$ cat src/rtl/scan_decoder_pkg.sv
`default_nettype none
// ============================================================================
// Module      : scan_decoder_pkg
// Description : Shared types and constants for the scan_decoder block.
// Revision    : 1.0 - initial release
// ============================================================================
package scan_decoder_pkg;

    typedef enum logic [1:0] {
        ST_IDLE   = 2'd0,
        ST_ACTIVE = 2'd1,
        ST_GAP    = 2'd2
    } state_t;

    // {e1, e2_n, e3_n} pattern that enables the block
    localparam logic [2:0] c_enable_match = 3'b100;

    localparam int c_max_out = 256;
    typedef logic [c_max_out-1:0] wide_vec_t;

    // All outputs deasserted; callers slice to their own output width
    function automatic wide_vec_t blank_vec();
        return '1;
    endfunction

endpackage
`default_nettype wire

$ cat src/rtl/scan_decoder_onehot.sv
`default_nettype none
// ============================================================================
// Module      : onehot_decoder_n
// Description : Combinational active-low one-hot decoder; out-of-range
//               addresses or valid=0 leave every output deasserted.
// Revision    : 1.0 - initial release
// ============================================================================
module onehot_decoder_n #(
    parameter int SEL_W   = 3,
    parameter int NUM_OUT = 8
) (
    input  logic [SEL_W-1:0]   addr,
    input  logic               valid,
    output logic [NUM_OUT-1:0] y_n
);

    for (genvar i = 0; i < NUM_OUT; i++) begin : g_out
        assign y_n[i] = ~(valid && (addr == SEL_W'(i)));
    end

endmodule
`default_nettype wire

$ cat src/rtl/scan_decoder.sv
`default_nettype none
// ============================================================================
// Module      : scan_decoder
// Description : Registered active-low N-to-2^N decoder with a display-scan
//               engine (programmable dwell and inter-digit blanking).
// Revision    : 1.0 - initial release
// ============================================================================
module scan_decoder
    import scan_decoder_pkg::*;
#(
    parameter int SEL_W   = 3,
    parameter int NUM_OUT = 8,
    parameter int DWELL   = 1000,
    parameter int BLANK   = 2
) (
    input  logic               clk,
    input  logic               rst_n,
    input  logic               e1,
    input  logic               e2_n,
    input  logic               e3_n,
    input  logic               mode,
    input  logic [SEL_W-1:0]   addr_in,
    output logic [NUM_OUT-1:0] y_n,
    output logic [SEL_W-1:0]   cur_sel,
    output logic               frame_start
);

    localparam int c_cnt_max = (DWELL > BLANK) ? DWELL : BLANK;
    localparam int c_cnt_w   = $clog2(c_cnt_max + 1);

    localparam wide_vec_t              c_blank_wide = blank_vec();
    localparam logic [NUM_OUT-1:0]     c_blank      = c_blank_wide[NUM_OUT-1:0];
    localparam logic [SEL_W-1:0]       c_last_idx   = SEL_W'(NUM_OUT - 1);
    localparam logic [c_cnt_w-1:0]     c_dwell_load = c_cnt_w'(DWELL);
    localparam logic [c_cnt_w-1:0]     c_blank_load = c_cnt_w'(BLANK);
    localparam logic [c_cnt_w-1:0]     c_cnt_one    = c_cnt_w'(1);

    if ((NUM_OUT < 2) || (NUM_OUT > (1 << SEL_W)) || (NUM_OUT > c_max_out)
        || (DWELL < 1) || (BLANK < 0)) begin : g_param_check
        $error("scan_decoder: illegal parameters SEL_W=%0d NUM_OUT=%0d DWELL=%0d BLANK=%0d",
               SEL_W, NUM_OUT, DWELL, BLANK);
    end

    state_t               r_state;
    logic [c_cnt_w-1:0]   r_cnt;
    logic [SEL_W-1:0]     r_idx;
    logic [NUM_OUT-1:0]   r_y_n;
    logic [SEL_W-1:0]     r_cur_sel;
    logic                 r_frame;

    logic                 w_en;
    logic                 w_cnt_expired;
    logic [SEL_W-1:0]     w_idx_inc;
    state_t               w_state_nxt;
    logic [c_cnt_w-1:0]   w_cnt_nxt;
    logic [SEL_W-1:0]     w_idx_nxt;
    logic [SEL_W-1:0]     w_sel_nxt;
    logic                 w_valid_nxt;
    logic                 w_frame_nxt;
    logic [NUM_OUT-1:0]   w_dec_y_n;

    assign w_en          = ({e1, e2_n, e3_n} == c_enable_match);
    assign w_cnt_expired = (r_cnt == c_cnt_one);
    assign w_idx_inc     = (r_idx == c_last_idx) ? '0 : r_idx + 1'b1;

    // Enable and mode are resolved before the scan counter so they win
    // over an expiring dwell/gap in the same cycle.
    always_comb begin
        w_state_nxt = ST_IDLE;
        w_cnt_nxt   = '0;
        w_idx_nxt   = '0;
        w_sel_nxt   = '0;
        w_valid_nxt = 1'b0;
        w_frame_nxt = 1'b0;
        if (w_en && mode) begin
            w_sel_nxt   = addr_in;
            w_valid_nxt = 1'b1;
        end else if (w_en) begin
            case (r_state)
                ST_IDLE: begin
                    w_state_nxt = ST_ACTIVE;
                    w_cnt_nxt   = c_dwell_load;
                    w_valid_nxt = 1'b1;
                    w_frame_nxt = 1'b1;
                end
                ST_ACTIVE: begin
                    if (!w_cnt_expired) begin
                        w_state_nxt = ST_ACTIVE;
                        w_cnt_nxt   = r_cnt - 1'b1;
                        w_idx_nxt   = r_idx;
                        w_valid_nxt = 1'b1;
                    end else if (BLANK > 0) begin
                        w_state_nxt = ST_GAP;
                        w_cnt_nxt   = c_blank_load;
                        w_idx_nxt   = r_idx;
                    end else begin
                        w_state_nxt = ST_ACTIVE;
                        w_cnt_nxt   = c_dwell_load;
                        w_idx_nxt   = w_idx_inc;
                        w_valid_nxt = 1'b1;
                        w_frame_nxt = (w_idx_inc == '0);
                    end
                end
                ST_GAP: begin
                    if (!w_cnt_expired) begin
                        w_state_nxt = ST_GAP;
                        w_cnt_nxt   = r_cnt - 1'b1;
                        w_idx_nxt   = r_idx;
                    end else begin
                        w_state_nxt = ST_ACTIVE;
                        w_cnt_nxt   = c_dwell_load;
                        w_idx_nxt   = w_idx_inc;
                        w_valid_nxt = 1'b1;
                        w_frame_nxt = (w_idx_inc == '0);
                    end
                end
                default: begin
                    w_state_nxt = ST_IDLE;
                end
            endcase
            w_sel_nxt = w_idx_nxt;
        end
    end

    onehot_decoder_n #(
        .SEL_W   (SEL_W),
        .NUM_OUT (NUM_OUT)
    ) u_dec (
        .addr  (w_sel_nxt),
        .valid (w_valid_nxt),
        .y_n   (w_dec_y_n)
    );

    always_ff @(posedge clk or negedge rst_n) begin
        if (!rst_n) begin
            r_state   <= ST_IDLE;
            r_cnt     <= '0;
            r_idx     <= '0;
            r_y_n     <= c_blank;
            r_cur_sel <= '0;
            r_frame   <= 1'b0;
        end else begin
            r_state   <= w_state_nxt;
            r_cnt     <= w_cnt_nxt;
            r_idx     <= w_idx_nxt;
            r_y_n     <= w_dec_y_n;
            r_cur_sel <= w_sel_nxt;
            r_frame   <= w_frame_nxt;
        end
    end

    assign y_n         = r_y_n;
    assign cur_sel     = r_cur_sel;
    assign frame_start = r_frame;

endmodule
`default_nettype wire

$ cat config.mk
export PLATFORM = sky130hd
export DESIGN_NAME = scan_decoder
export DESIGN_NICKNAME = d
export VERILOG_FILES = /design/src/rtl/scan_decoder_pkg.sv /design/src/rtl/scan_decoder_onehot.sv /design/src/rtl/scan_decoder.sv
export SDC_FILE = /design/constraint.sdc
export NUM_CORES = 1
export LEC_CHECK = 0
export BUFFER_PORTS_ARGS = -buffer_cell sky130_fd_sc_hd__buf_2
export CAP_MARGIN = 0
export CORE_UTILIZATION = 45
export DETAILED_ROUTE_END_ITERATION = 8
export MAX_ROUTING_LAYER = met4
export PLACE_DENSITY = 0.67
export RECOVER_POWER = 100
export REMOVE_ABC_BUFFERS = 1
export SETUP_SLACK_MARGIN = 0.05
export SYNTH_ARGS = -nofsm -noshare
export SYNTH_HDL_FRONTEND = slang
export SYNTH_SLANG_ARGS = --single-unit
$ cat constraint.sdc
create_clock -name clk -period 2.23 [get_ports clk]
set_clock_uncertainty 0.15 [all_clocks]
set_input_delay 0.223 -clock clk [delete_from_list [all_inputs] [get_ports clk]]
set_output_delay 0.223 -clock clk [all_outputs]
set_load 0.05 [all_outputs]
### Word level (Yosys, flattened, before mapping)

Cells that the tools add are included.

* register bits after elaboration: 27
* input bits: 9
* output and inout bits: 12
* logic and storage cells: 65

* add/sub/neg operators: 2
* eq/ne operators: 12
* multiplexer cells: 25
* bitwise operators: 8
* reduce and logical (&&, ||, !) cells: 12

Operators by type and width (count)
* $mux 10: 4
* $pmux 10 s3: 1
* $eq 3x3->1 const B: 6
* $mux 3: 5
* $eq 10x1->1 const B: 1
* $sub 10x1->10 const B: 1
* $logic_and 1x1->1: 9
* $mux 2: 4
* $not 1->1: 8
* $mux 1: 7
* $eq 3x2->1 const B: 2
* $logic_not 3->1: 2
* $pmux 2 s3: 1
* $pmux 3 s2: 1
* $add 3x1->3 const B: 1
* $eq 3x1->1 const B: 1
* $pmux 1 s3: 1
* $eq 2x1->1 const B: 1
* $eq 2x2->1 const B: 1
* $logic_not 2->1: 1
* $pmux 1 s2: 1

### Longest topological paths before layout

* depth after elaboration: 9
* depth in mapped cells: 9
* mapped depth without buffers: 8

### Modules after synthesis

From an unflattened synthesis, not the netlist that was laid out.

* cells, all modules: 132
* area total of the unflattened synthesis: 1485.2 um2

By module, submodules not included
* scan_decoder: times used 1, cells an instance 124, area each 1408.9 um2, sequential area each 685.7 um2
* onehot_decoder_n: times used 1, cells an instance 8, area each 76.3 um2, sequential area each 0.0 um2

### Least setup slack after synthesis

Ideal clock, no wire load.

* path kind: flip-flop to flip-flop
* from: register r_state[0]
* to: register r_y_n[5] (netlist: y_n[5])
* library setup time: 0.088 ns
* arrival time: 2.118 ns
* data required time: 1.992 ns
* slack: -0.126 ns
* stages on the path, launching flop included: 9
* buffers on the path: 1
* clock period less this slack: 2.356 ns
* cells stage by stage: dfrtp_1 > inv_1 > ha_1 > clkbuf_1 > or2_2 > and4_1 > mux2i_4 > and4_1 > or3b_1

* cells in the longest elaborated chain, start to end: 7
* elaborated cells on any way between the ends: 12
* those cells by class: eq/ne (3); mux (6); bitwise (1); reduce/logical (2)

RTL lines
* start, declared: line scan_decoder.sv:44 `state_t r_state;`
* start signal, assigned: line scan_decoder.sv:143 `r_state <= w_state_nxt;`
* $eq 2x2->1 or $eq 2x1->1 (tied branches): line scan_decoder.sv:79 `case (r_state)`
* $pmux 3 s2: line scan_decoder.sv:79
* $mux 3: line scan_decoder.sv:78 `end else if (w_en) begin`
* $mux 3: line scan_decoder.sv:75 `if (w_en && mode) begin`
* $eq 3x3->1: line scan_decoder_onehot.sv:18 `assign y_n[i] = ~(valid && (addr == SEL_W'(i)));`
* $logic_and 1x1->1 *: line scan_decoder_onehot.sv:18
* $not 1->1 *: line scan_decoder_onehot.sv:18
* net u_dec.y_n[5]: line scan_decoder_onehot.sv:14 `output logic [NUM_OUT-1:0] y_n`
* end signal, assigned: line scan_decoder.sv:139 `r_y_n <= c_blank;`
* end signal, assigned: line scan_decoder.sv:146 `r_y_n <= w_dec_y_n;`
* end, declared: line scan_decoder.sv:47 `logic [NUM_OUT-1:0] r_y_n;`

Mark *: on every way through the listed nets, which the timed path passes. The rest lies on a longest branch.

### Worst setup path after layout

* from: register r_cnt[8]
* to: register r_y_n[3] (netlist: y_n[3])

* cells in the longest elaborated chain, start to end: 8
* elaborated cells on any way between the ends: 13
* those cells by class: eq/ne (2); mux (9); bitwise (1); reduce/logical (1)

RTL lines
* start, declared: line scan_decoder.sv:45 `logic [c_cnt_w-1:0] r_cnt;`
* start signal, assigned: line scan_decoder.sv:144 `r_cnt <= w_cnt_nxt;`
* $eq 10x1->1 *: line scan_decoder.sv:63 `assign w_cnt_expired = (r_cnt == c_cnt_one);`
* $mux 3: line scan_decoder.sv:105 `if (!w_cnt_expired) begin`
* $pmux 3 s2: line scan_decoder.sv:79
* $mux 3: line scan_decoder.sv:78
* $mux 3: line scan_decoder.sv:75
* $eq 3x2->1: line scan_decoder_onehot.sv:18
* $logic_and 1x1->1 *: line scan_decoder_onehot.sv:18
* $not 1->1 *: line scan_decoder_onehot.sv:18
* net u_dec.y_n[3]: line scan_decoder_onehot.sv:14

Marked as above.

==> metrics.md <==
| Metric | Value |
|---|---|
| Crit path capture type | `flip-flop` |
| Commonest cells in the netlist | `dfrtp_1, nor2_1, ha_1` |
| Hold Slack | `70.3 ps` |
| Max stage delay on crit path | `440 ps` |
| DRT Wirelength | `3250 um` |
| Status | `finished, final reports clean` |
| Register-to-register setup slack | `40 ps` |
| Routed Antenna Nets | `0` |
| Antenna cells | `0` |
| Max Root-Sink Buffers | `2` |
| Inserted Clock Buffers | `3` |
| Tcrit/Tclk final | `98.4%` |
| PwrDens | `417 nW/um^2` |
| CTS sink cnt | `27` |
| Post-synthesis sequential area ratio | `46.1%` |
| Initial antenna violation count | `0` |
| Slew HR | `6.55%` |
| Vias per cell | `5.22` |
| Critical path buffer and inverter count | `2` |
| Vias | `1243` |
| Root buffer cell | `clkbuf_4` |
| Pins Over Slew Limit | `0` |
| Mapped Area | `1490 um^2` |
| TritonCTS clock tree | `done` |
| Number of global-route vias before repair | `1169` |
| Site Rows | `20` |
| Slowest cell on crit path | `dfrtp_1` |
| Max_cap viols | `0` |
| Final setup fails | `0` |
| RSZ-0062 raised after global routing | `yes` |
| Fillers | `269` |
| Clock power share | `26.7%` |
| Top_reg_cell synth | `dfrtp_1` |
| Number of synthesized flops with an enable pin | `0` |
| Yosys reg bits | `27` |
| Final #Nets | `213` |
| DPL Wire Length | `2300 um` |
| Crit path top cell by count | `buf_4` |
| Internal power | `0.611 mW` |
| Worst Path Max Fanout | `3` |
| Largest net degree at the start of global routing | `28` |
| Clock Latency Late Sink | `330 ps` |
| WS Path Type | `flip-flop to flip-flop` |
| Port-buffer cells | `20` |
| TritonRoute pass-1 iters | `4` |
| Ys Warns | `0` |
| Class of the worst hold path | `input port to flip-flop` |
| Synth area leaders | `dfrtp_1, dfstp_2, ha_1` |
| Reg area | `686 um^2` |
| First-pass GRT wire length | `5030 um` |
| Die H | `59.5 um` |
| Syn avg cell area | `10.8 um^2` |
| Drt drc | `0` |
| Synth async-reset ratio | `100%` |
| Io pins | `21` |
| Fin crit period | `2190 ps` |
| Static Leakage | `0.906 nW` |
| Die Wd | `59.5 um` |
| Power share of the sequential group | `60.6%` |
| Multi-input gate area | `797 um^2` |
| Overflow left after global routing | `0` |
| Fmax | `0.456 GHz` |
| Nature of the critical path startpoint | `flip-flop` |
| Top-count cell post-synth | `dfrtp_1` |
| P_sw | `0.216 mW` |
| Worst slew pin tran | `1400 ps` |
| H-tree depth | `1` |
| Cell family with most CP delay | `simple AND/OR/NAND/NOR gates` |
| Initial Utilization | `47.9%` |
| Fraction of layout cells with a size suffix above 1 | `39.2%` |
| Layout area overhead | `33.3%` |
| Routability Congestion | `0.915` |
| Synth unique cells | `45` |
| Hold Vio Cnt, Final | `0` |
| Area leader, netlist | `dfrtp_1` |
| Crit path required time | `2360 ps` |
| Maximum VDD drop | `185 uV` |
| 1st-iter DRT viols | `31` |
| Cells after Synth | `138` |
| Worst-path clk slew | `150 ps` |
| WP data arrival | `2320 ps` |
| Synth top area share | `32.0%` |
| Core Area | `3100 um^2` |
| Sw Share | `26.1%` |
| Total design power | `0.827 mW` |
| Total global-route track usage | `19.6%` |
| Comb pwr share | `12.6%` |
| Worst-path cell chain | `nor4_4, and3_1, mux2i_1, a221oi_4, buf_4, buf_4, nand3b_1` |
| Die ar. | `3540 um^2` |
| WL/cell | `13.6 um` |
==> worst paths after layout <==
| kind | cells after the start | to | startpoint |
|---|---|---|---|
| worst max register to register | 7 | y_n[3] | r_cnt[8] |
| worst min register to register | 2 | r_cnt[0] | r_cnt[0] |
| worst min-delay path | 2 | r_state[0] | mode |
| worst max-delay path | 7 | y_n[3] | r_cnt[8] |
| min in group asynchronous | 2 | r_state[0] | rst_n |
| max in group asynchronous | 2 | r_cnt[9] | rst_n |
==> layer usage <==
layer | wire length, um | track usage (%)
met2 | 1660 | 31.3
met3 | 119 | 3.28
met4 | 23 | 6.12
met5 | 0 | -
met1 | 1440 | 25.5
==> power groups by stage <==
stage	Sequential (mW)	Clock, mW	Combinational [mW]
finish	0.502	0.221	0.105
global route	0.502	0.241	0.116
CTS	0.502	0.231	0.0971
detailed placement	0.510	0	0.0909
global placement	0.510	0	0.0891
floorplan	0.519	0	0.0382
==> registers in the layout (all words and copies together) (netlist names) <==
name and cells:
r_idx 3, cur_sel 3, r_state 2, r_cnt 10, frame_start 1, y_n 8
==> final cells by class <==
| cell class | count | share of cell area [%] |
|---|---|---|
| tap | 44 | 2.78 |
| inverter | 8 | 1.52 |
| clock buffer | 3 | 1.14 |
| sequential | 27 | 34.6 |
| multi-input combinational | 98 | 40.2 |
| timing repair buffer | 57 | 19.4 |
| clock inverter | 1 | 0.379 |
==> through the flow <==
| stage | std cells | utilization [%] | setup slack [ps] | cell area, um^2 | TNS [ps] |
|---|---|---|---|---|---|
| 2_1_floorplan | 133 | - | -54.4 | 1460 | -54.4 |
| 3_3_place_gp | 219 | 57.3 | 44.5 | 1780 | 0 |
| 3_5_place_dp | 219 | 57.3 | -0.185 | 1780 | -0.185 |
| 4_1_cts | 228 | 59.7 | 18.4 | 1850 | 0 |
| 5_1_grt | 238 | 63.9 | -69.2 | 1980 | -276 |
| 6_report | 238 | 63.9 | 35.6 | 1980 | 0 |
==> cells in the final DEF, fill, tap and decap left out, drive strengths merged, types with 2 or more instances in the layout <==
master and count:
a31oi 3, ha 9, o21ai 2, nor2b 2
dfstp 8, xor2 3, nor3 8, nand3 8
inv 8, or3b 3, mux2i 4, nand3b 3
dfrtp 19, nor2 12, a22oi 2, a21oi 6
a211oi 3, nand2b 2, buf 43, clkbuf 16
xnor2 2, nand2 8, and4 2
==> logic make-up (layout without fill, tap and decap cells) <==
family	count (synthesis)	count (layout)	synth area share [%]
AO/OA/AOI/OAI	24	24	12.7
XOR/XNOR	5	5	2.95
adder cells (fa/ha/maj)	9	9	7.58
buffers and inverters	13	69	3.96
flip-flops	27	27	46.1
multiplexers	5	5	4.29
AND/OR/NAND/NOR	55	55	22.4
==> repair_timing <==
action	in CTS	in global routing
cloned	0	0
setup buffers	4	10
endpoints found under the setup margin	2	7
resized for setup	2	13
hold buffers	1	0
hold endpoints to repair	19	0
pin swaps	3	6
Note: power is estimated with default switching activity, not from simulation.
